--- src/rtl/f_npc_fetch.sv ---
// f_npc_fetch: fetch-stage PC register and next-PC selection.
//   npc_sel: 0=pc4, 1=j, 2=rs, 3=b (branch taken only when b_j=1); others act as pc4.
//   Optional feature macro NPC_EXC_EN adds exception/eret redirects, the
//   FETCH/REDIR FSM with its held redirect target, and fetch address errors.
//   Handshake: imem_req/imem_addr present a fetch; imem_ready=1 means the word at
//   imem_addr is delivered this cycle, and F_pc may only move on such a cycle
//   (or when a fetch address error makes the request void).
//   dbg_state exposes the FSM state (0=FETCH, 1=REDIR) for checkers.
module f_npc_fetch #(
  parameter logic [31:0] RESET_PC   = 32'h0000_3000,
  parameter logic [31:0] HANDLER_PC = 32'h0000_4180,
  parameter logic [31:0] TEXT_LO    = 32'h0000_3000,
  parameter logic [31:0] TEXT_HI    = 32'h0000_6ffc
) (
  input  logic        clk,
  input  logic        reset,
  input  logic        stall,
  input  logic [31:0] D_pc,
  input  logic [25:0] imm26,
  input  logic [15:0] imm16,
  input  logic [31:0] rs_d,
  input  logic [2:0]  npc_sel,
  input  logic        b_j,
  input  logic        exc_req,
  input  logic        eret,
  input  logic [31:0] epc,
  input  logic        imem_ready,
  output logic        imem_req,
  output logic [31:0] imem_addr,
  output logic [31:0] F_pc,
  output logic        F_valid,
  output logic        F_adel,
  output logic [31:0] npc,
  output logic        dbg_state
);

  logic [31:0] pc_q, pc_d;
  logic [31:0] seq_npc;
  logic [31:0] br_off;

  // Sequential next PC from the npc_sel table; all adds wrap modulo 2^32.
  always_comb begin
    br_off  = {{14{imm16[15]}}, imm16, 2'b00};
    seq_npc = pc_q + 32'd4;
    case (npc_sel)
      3'd1:    seq_npc = {D_pc[31:28], imm26, 2'b00};
      3'd2:    seq_npc = rs_d;
      3'd3:    if (b_j) seq_npc = D_pc + 32'd4 + br_off;
      default: seq_npc = pc_q + 32'd4;
    endcase
  end

`ifdef NPC_EXC_EN
  typedef enum logic {FETCH = 1'b0, REDIR = 1'b1} state_e;

  state_e      state_q, state_d;
  logic [31:0] redir_pc_q, redir_pc_d;
  logic        redir;
  logic [31:0] redir_tgt;
  logic        adel;
  logic        eff_ready;

  // exc_req outranks eret when both arrive together.
  assign redir     = exc_req | eret;
  assign redir_tgt = exc_req ? HANDLER_PC : epc;
  assign adel      = (pc_q[1:0] != 2'b00) || (pc_q < TEXT_LO) || (pc_q > TEXT_HI);
  // A faulting address issues no request, so there is nothing to wait for.
  assign eff_ready = imem_ready | adel;

  // Next-state logic: redirects wait for the outstanding fetch before landing.
  always_comb begin
    state_d    = state_q;
    redir_pc_d = redir_pc_q;
    pc_d       = pc_q;
    case (state_q)
      FETCH: begin
        if (redir) begin
          if (eff_ready) begin
            pc_d = redir_tgt;
          end else begin
            redir_pc_d = redir_tgt;
            state_d    = REDIR;
          end
        end else if (eff_ready && !stall) begin
          pc_d = seq_npc;
        end
      end
      REDIR: begin
        if (redir) redir_pc_d = redir_tgt;
        if (eff_ready) begin
          pc_d    = redir ? redir_tgt : redir_pc_q;
          state_d = FETCH;
        end
      end
      default: state_d = FETCH;
    endcase
  end

  // State registers; reset dominates stall and any redirect.
  always_ff @(posedge clk) begin
    if (reset) begin
      state_q    <= FETCH;
      redir_pc_q <= RESET_PC;
      pc_q       <= RESET_PC;
    end else begin
      state_q    <= state_d;
      redir_pc_q <= redir_pc_d;
      pc_q       <= pc_d;
    end
  end

  assign npc       = redir ? redir_tgt : seq_npc;
  assign F_adel    = adel;
  assign F_valid   = !reset &&
                     ((imem_ready && (state_q == FETCH) && !exc_req && !eret && !adel) ||
                      (adel && (state_q == FETCH) && !redir));
  assign imem_req  = !reset && !adel;
  assign dbg_state = (state_q == REDIR);
`else
  logic unused_exc;
  assign unused_exc = ^{exc_req, eret, epc};

  // Advance only when the current fetch completes and D is not stalling.
  always_comb begin
    pc_d = pc_q;
    if (imem_ready && !stall) pc_d = seq_npc;
  end

  // PC register; reset dominates stall.
  always_ff @(posedge clk) begin
    if (reset) pc_q <= RESET_PC;
    else       pc_q <= pc_d;
  end

  assign npc       = seq_npc;
  assign F_adel    = 1'b0;
  assign F_valid   = !reset && imem_ready;
  assign imem_req  = !reset;
  assign dbg_state = 1'b0;
`endif

  assign F_pc      = pc_q;
  assign imem_addr = pc_q;

endmodule

--- config.mk ---
export PLATFORM = sky130hd
export DESIGN_NAME = f_npc_fetch
export DESIGN_NICKNAME = d
export VERILOG_FILES = /design/src/rtl/f_npc_fetch.sv
export SDC_FILE = /design/constraint.sdc
export NUM_CORES = 1
export LEC_CHECK = 0
export CORE_UTILIZATION = 25
export CTS_BUF_LIST = sky130_fd_sc_hd__clkbuf_8 sky130_fd_sc_hd__clkbuf_16
export CTS_CLUSTER_DIAMETER = 80
export DETAILED_ROUTE_END_ITERATION = 10
export GPL_ROUTABILITY_DRIVEN = 0
export GPL_TIMING_DRIVEN = 1
export PLACE_DENSITY_LB_ADDON = 0.25
export SYNTH_ARGS = -nofsm -noshare
export SYNTH_HDL_FRONTEND = slang
export SYNTH_SLANG_ARGS = --single-unit
--- constraint.sdc ---
create_clock -name clk -period 4.6 [get_ports clk]
set_clock_uncertainty 0.1 [all_clocks]
set_input_delay 0.46 -clock clk [delete_from_list [all_inputs] [get_ports clk]]
set_output_delay 0.46 -clock clk [all_outputs]
set_load 0.1 [all_outputs]
==> flow_metrics.py <==
metrics = {
    "critical_path": {
        "critical_path.cell_chain": "clkdlybuf4s50_1 -> ha_1 -> ha_1 -> inv_1 -> fa_1 -> nand2b_1 -> a21oi_2 -> o21a_1 -> or4_1 -> a21oi_1 -> nand3b_1 -> a31oi_1 -> nor2_1 -> buf_12",
        "ff2ff_path_depth": 9,
        "arrival_time_of_the_worst_setup_path_ns": 3.73,
        "timing.critical_path.to_type": "output pin",
        "ff2ff_setup_slack_ns": 1.95,
        "critical_path_required_ns": 4.04,
        "timing.rr.start": "F_pc[2]$_SDFFE_PP0P_",
        "worst_r2r_endpoint": "F_pc[24]$_SDFFE_PP0P_",
        "timing.critical_path.slowest_cell_delay_ns": 0.54,
        "critPathMaxFanout": 4,
        "critical_path.startpoint_type": "input port",
        "crit_slowest_cell": "or4_1",
        "critPathKind": "input port to output pin",
        "path_common_cell": "ha_1",
    },
    "drt": {
        "detail_route.iter0.violations": 575,
        "via_per_inst": 5.204,
        "drt_pass1_iterations": 5,
        "route.detailed.wl_per_inst_um": 18.36,
        "vias": 6203,
        "drc": 0,
        "finalWirelength_um": 21890,
        "drtAntennaViolNets": 0,
    },
    "final_layout": {
        "num-fill-cells": 2194,
        "layout.cells.most_common": "clkdlybuf4s50_1",
        "commonest_cells_after_routing_fill_and_taps_aside": "clkdlybuf4s50_1 (176), nor2_1 (87), a21oi_1 (74), nand2_1 (66), ha_1 (58)",
        "largest_reg_flops": 32,
        "final-seq-area_um2": 640.6,
        "syn_to_final_growth_pct": 51.19,
        "multiInputGateArea_mm2": 0.004213,
        "nNetsFinal": 1126,
        "final_core_utilization": 0.3908,
        "fraction_of_layout_instances_using_a_drive_strength_above_1": 0.1033,
    },
    "global_route": {
        "global_route_wire_length_before_repair_um": 33630,
        "gr-usage-all-layers": 0.1986,
        "grt_remaining_overflow": 0,
        "first_global_vias": 5889,
        "grt_start_max_net_pins": 26,
        "antenna_found_initial": 2,
    },
    "power": {
        "cellLeakagePower_nw": 3.271,
        "switching_share": 0.5170,
        "sequential_share_of_power": 0.160,
        "internal_power_mw": 0.9709,
        "combinationalPowerShare": 0.668,
        "clock_power_share": 0.171,
        "vdd_drop_max_v": 0.0001190,
        "finalPower_mw": 2.010,
        "power.density_cell_area_mw_per_mm2": 250.2,
        "sw_power_mw": 1.039,
    },
    "cts": {
        "htree_levels": 2,
        "cts_made_buffers": 5,
        "clk_sink_count": 32,
        "clock-root-buffer": "clkbuf_16",
        "clkLatencyLatePin_ns": 0.29,
        "clkSlewWorstSetupHoldPaths_ns": 0.06,
        "tritoncts": "done",
        "ctsLongestPathBuffers": 2,
        "cts.hold.buffers_added": 0,
    },
    "sta": {
        "pnr_worst_setup_slack_ns": 0.3057,
        "max_slew_margin": 0.3349,
        "maxClockFrequency_mhz": 232.9,
        "timing.final.hold_violations": 0,
        "post_layout_min_period_ns": 4.294,
        "fin_setup_tns_ns": 0,
        "setup_repair_after_global_routing_missed_its_margin": "no",
        "slew_viol_final": 0,
        "timing.hold.ws_ns": 0.3933,
        "worst-slew-pin-transition_ns": 0.9946,
        "setup_viol": 0,
        "timing.final.crit_share": 0.9336,
    },
    "logic_synthesis": {
        "synth_area_leader_cell": "ha_1",
        "post_synth_instance_area_mm2": 0.005314,
        "synth_warnings": 0,
        "synth_top_cell_area_share": 0.1366,
        "avgSynthCellArea_um2": 7.114,
        "syn-instance-count": 747,
        "ys_async_sr_fraction": 0,
        "ys_types": 78,
        "synth.area.top_cells": "ha_1 (14%), dfxtp_1 (12%), a21oi_1 (7.1%)",
        "synth_edf_count": 0,
        "yosys_most_used_dff": "dfxtp_1",
        "seq_area_frac_synth": 0.1206,
        "postSynthRegisterBits": 32,
    },
    "placement": {
        "preCtsSetupSlack_ns": 0.1916,
        "port_buffers": 211,
        "detailed_place_hpwl_um": 18150,
    },
    "floorplanning": {
        "chipHeight_um": 147.8,
        "width_of_the_die_um": 147.8,
        "area_enclosed_by_the_die_boundary_mm2": 0.02184,
        "fp-row-count": 52,
        "core_mm2": 0.02056,
        "io-pin-count": 248,
        "initial_core_util": 0.2585,
    },
    "min_path": {
        "hold_class": "flop to flop",
        "timing.hold.worst_path_depth": 2,
        "end_point_of_the_worst_hold_path": "F_pc[1]$_SDFFE_PP0P_",
        "hold_start": "F_pc[1]$_SDFFE_PP0P_",
    },
    "outcome": {
        "outcome": "finished clean",
    },
    "job": {
        "drv.max_cap_violation_count": 0,
    },
}
## cells by family (layout without fill, tap and decap cells)
| group | count (synthesis) | after routing | share of synthesized area |
|---|---|---|---|
| XOR/XNOR | 43 | 43 | 0.07087 |
| buffers and inverters | 93 | 265 | 0.09112 |
| adder cells (fa/ha/maj) | 59 | 59 | 0.1403 |
| other | 1 | 4 | 0.0007057 |
| multiplexers | 5 | 5 | 0.009889 |
| AO/OA/AOI/OAI | 239 | 239 | 0.3096 |
| flip-flops | 32 | 32 | 0.1206 |
| AND/OR/NAND/NOR | 275 | 275 | 0.2569 |
## worst max-delay path: cells and delay by family
kind,cells,cell delay [ns]
and+or+nand+nor,4,1.13
adders and majority gates,3,0.73
buffers and inverters,3,0.73
AOI/OAI and AO/OA,4,0.70
## cells in the mapped netlist, drive strengths merged, types with 3 or more instances
cell / instances
a2111oi: 3
a211o: 5
a211oi: 4
a21o: 22
a21oi: 75
a221oi: 4
a22oi: 14
a31oi: 8
and2: 4
and3: 11
and4: 3
buf: 43
clkbuf: 27
dfxtp: 32
ha: 58
inv: 22
mux2i: 3
nand2: 66
nand2b: 18
nand3: 22
nand3b: 5
nand4: 13
nor2: 87
nor2b: 6
nor3: 18
nor4: 4
o211a: 4
o21a: 7
o21ai: 42
o21bai: 8
o221ai: 5
o22ai: 8
o2bb2ai: 4
o31ai: 5
or2: 4
or3: 10
xnor2: 21
xor2: 22
## metal layers
metal | up-vias | global-route usage | part of all wire
met5 | - | 0 | 0.00059
met4 | 2 | 0.03763 | 0.015
met3 | 23 | 0.03580 | 0.076
met2 | 252 | 0.3384 | 0.46
met1 | 2881 | 0.2613 | 0.44
li1 | 3045 | - | -
## area by class of cell
| type | count | area share |
|---|---|---|
| well taps | 270 | 0.04205 |
| multi-input cells | 623 | 0.5244 |
| clock buffers | 6 | 0.01729 |
| diodes | 2 | 0.0006230 |
| repair buffers | 234 | 0.3239 |
| flip-flops and latches | 32 | 0.07974 |
| inverters | 23 | 0.01075 |
| clock inverters | 2 | 0.001246 |
## repair_timing
action | CTS | global route
buffers inserted | 0 | 0
setup endpoints to repair | 0 | 3
resized for setup | 0 | 3
## metrics by stage
stage	cell area, um^2	cells
4_1_cts	8016	1190
2_1_floorplan	5325	748
5_1_grt	8029	1190
6_report	8034	1192
3_3_place_gp	7868	1182
3_5_place_dp	7868	1182
## power groups by stage
stage / clock network [mW] / logic, mW / registers, mW
3_3_place_gp: 0 / 1.34 / 0.328
2_1_floorplan: 0 / 0.794 / 0.429
5_1_grt: 0.368 / 1.42 / 0.326
4_1_cts: 0.352 / 1.34 / 0.323
6_report: 0.345 / 1.34 / 0.322
3_5_place_dp: 0 / 1.34 / 0.329
## how the worst max path moves through the flow
| stage | from | end | depth (start not counted) |
|---|---|---|---|
| 3_3_place_gp | D_pc[2] | npc[13] | 15 |
| 4_1_cts | D_pc[2] | npc[13] | 15 |
| 5_1_grt | D_pc[2] | npc[27] | 16 |
| 3_5_place_dp | D_pc[2] | npc[13] | 15 |
| 2_1_floorplan | D_pc[3] | npc[27] | 11 |
| 6_report | D_pc[3] | npc[25] | 14 |
Power figures use the tool's default switching activity.
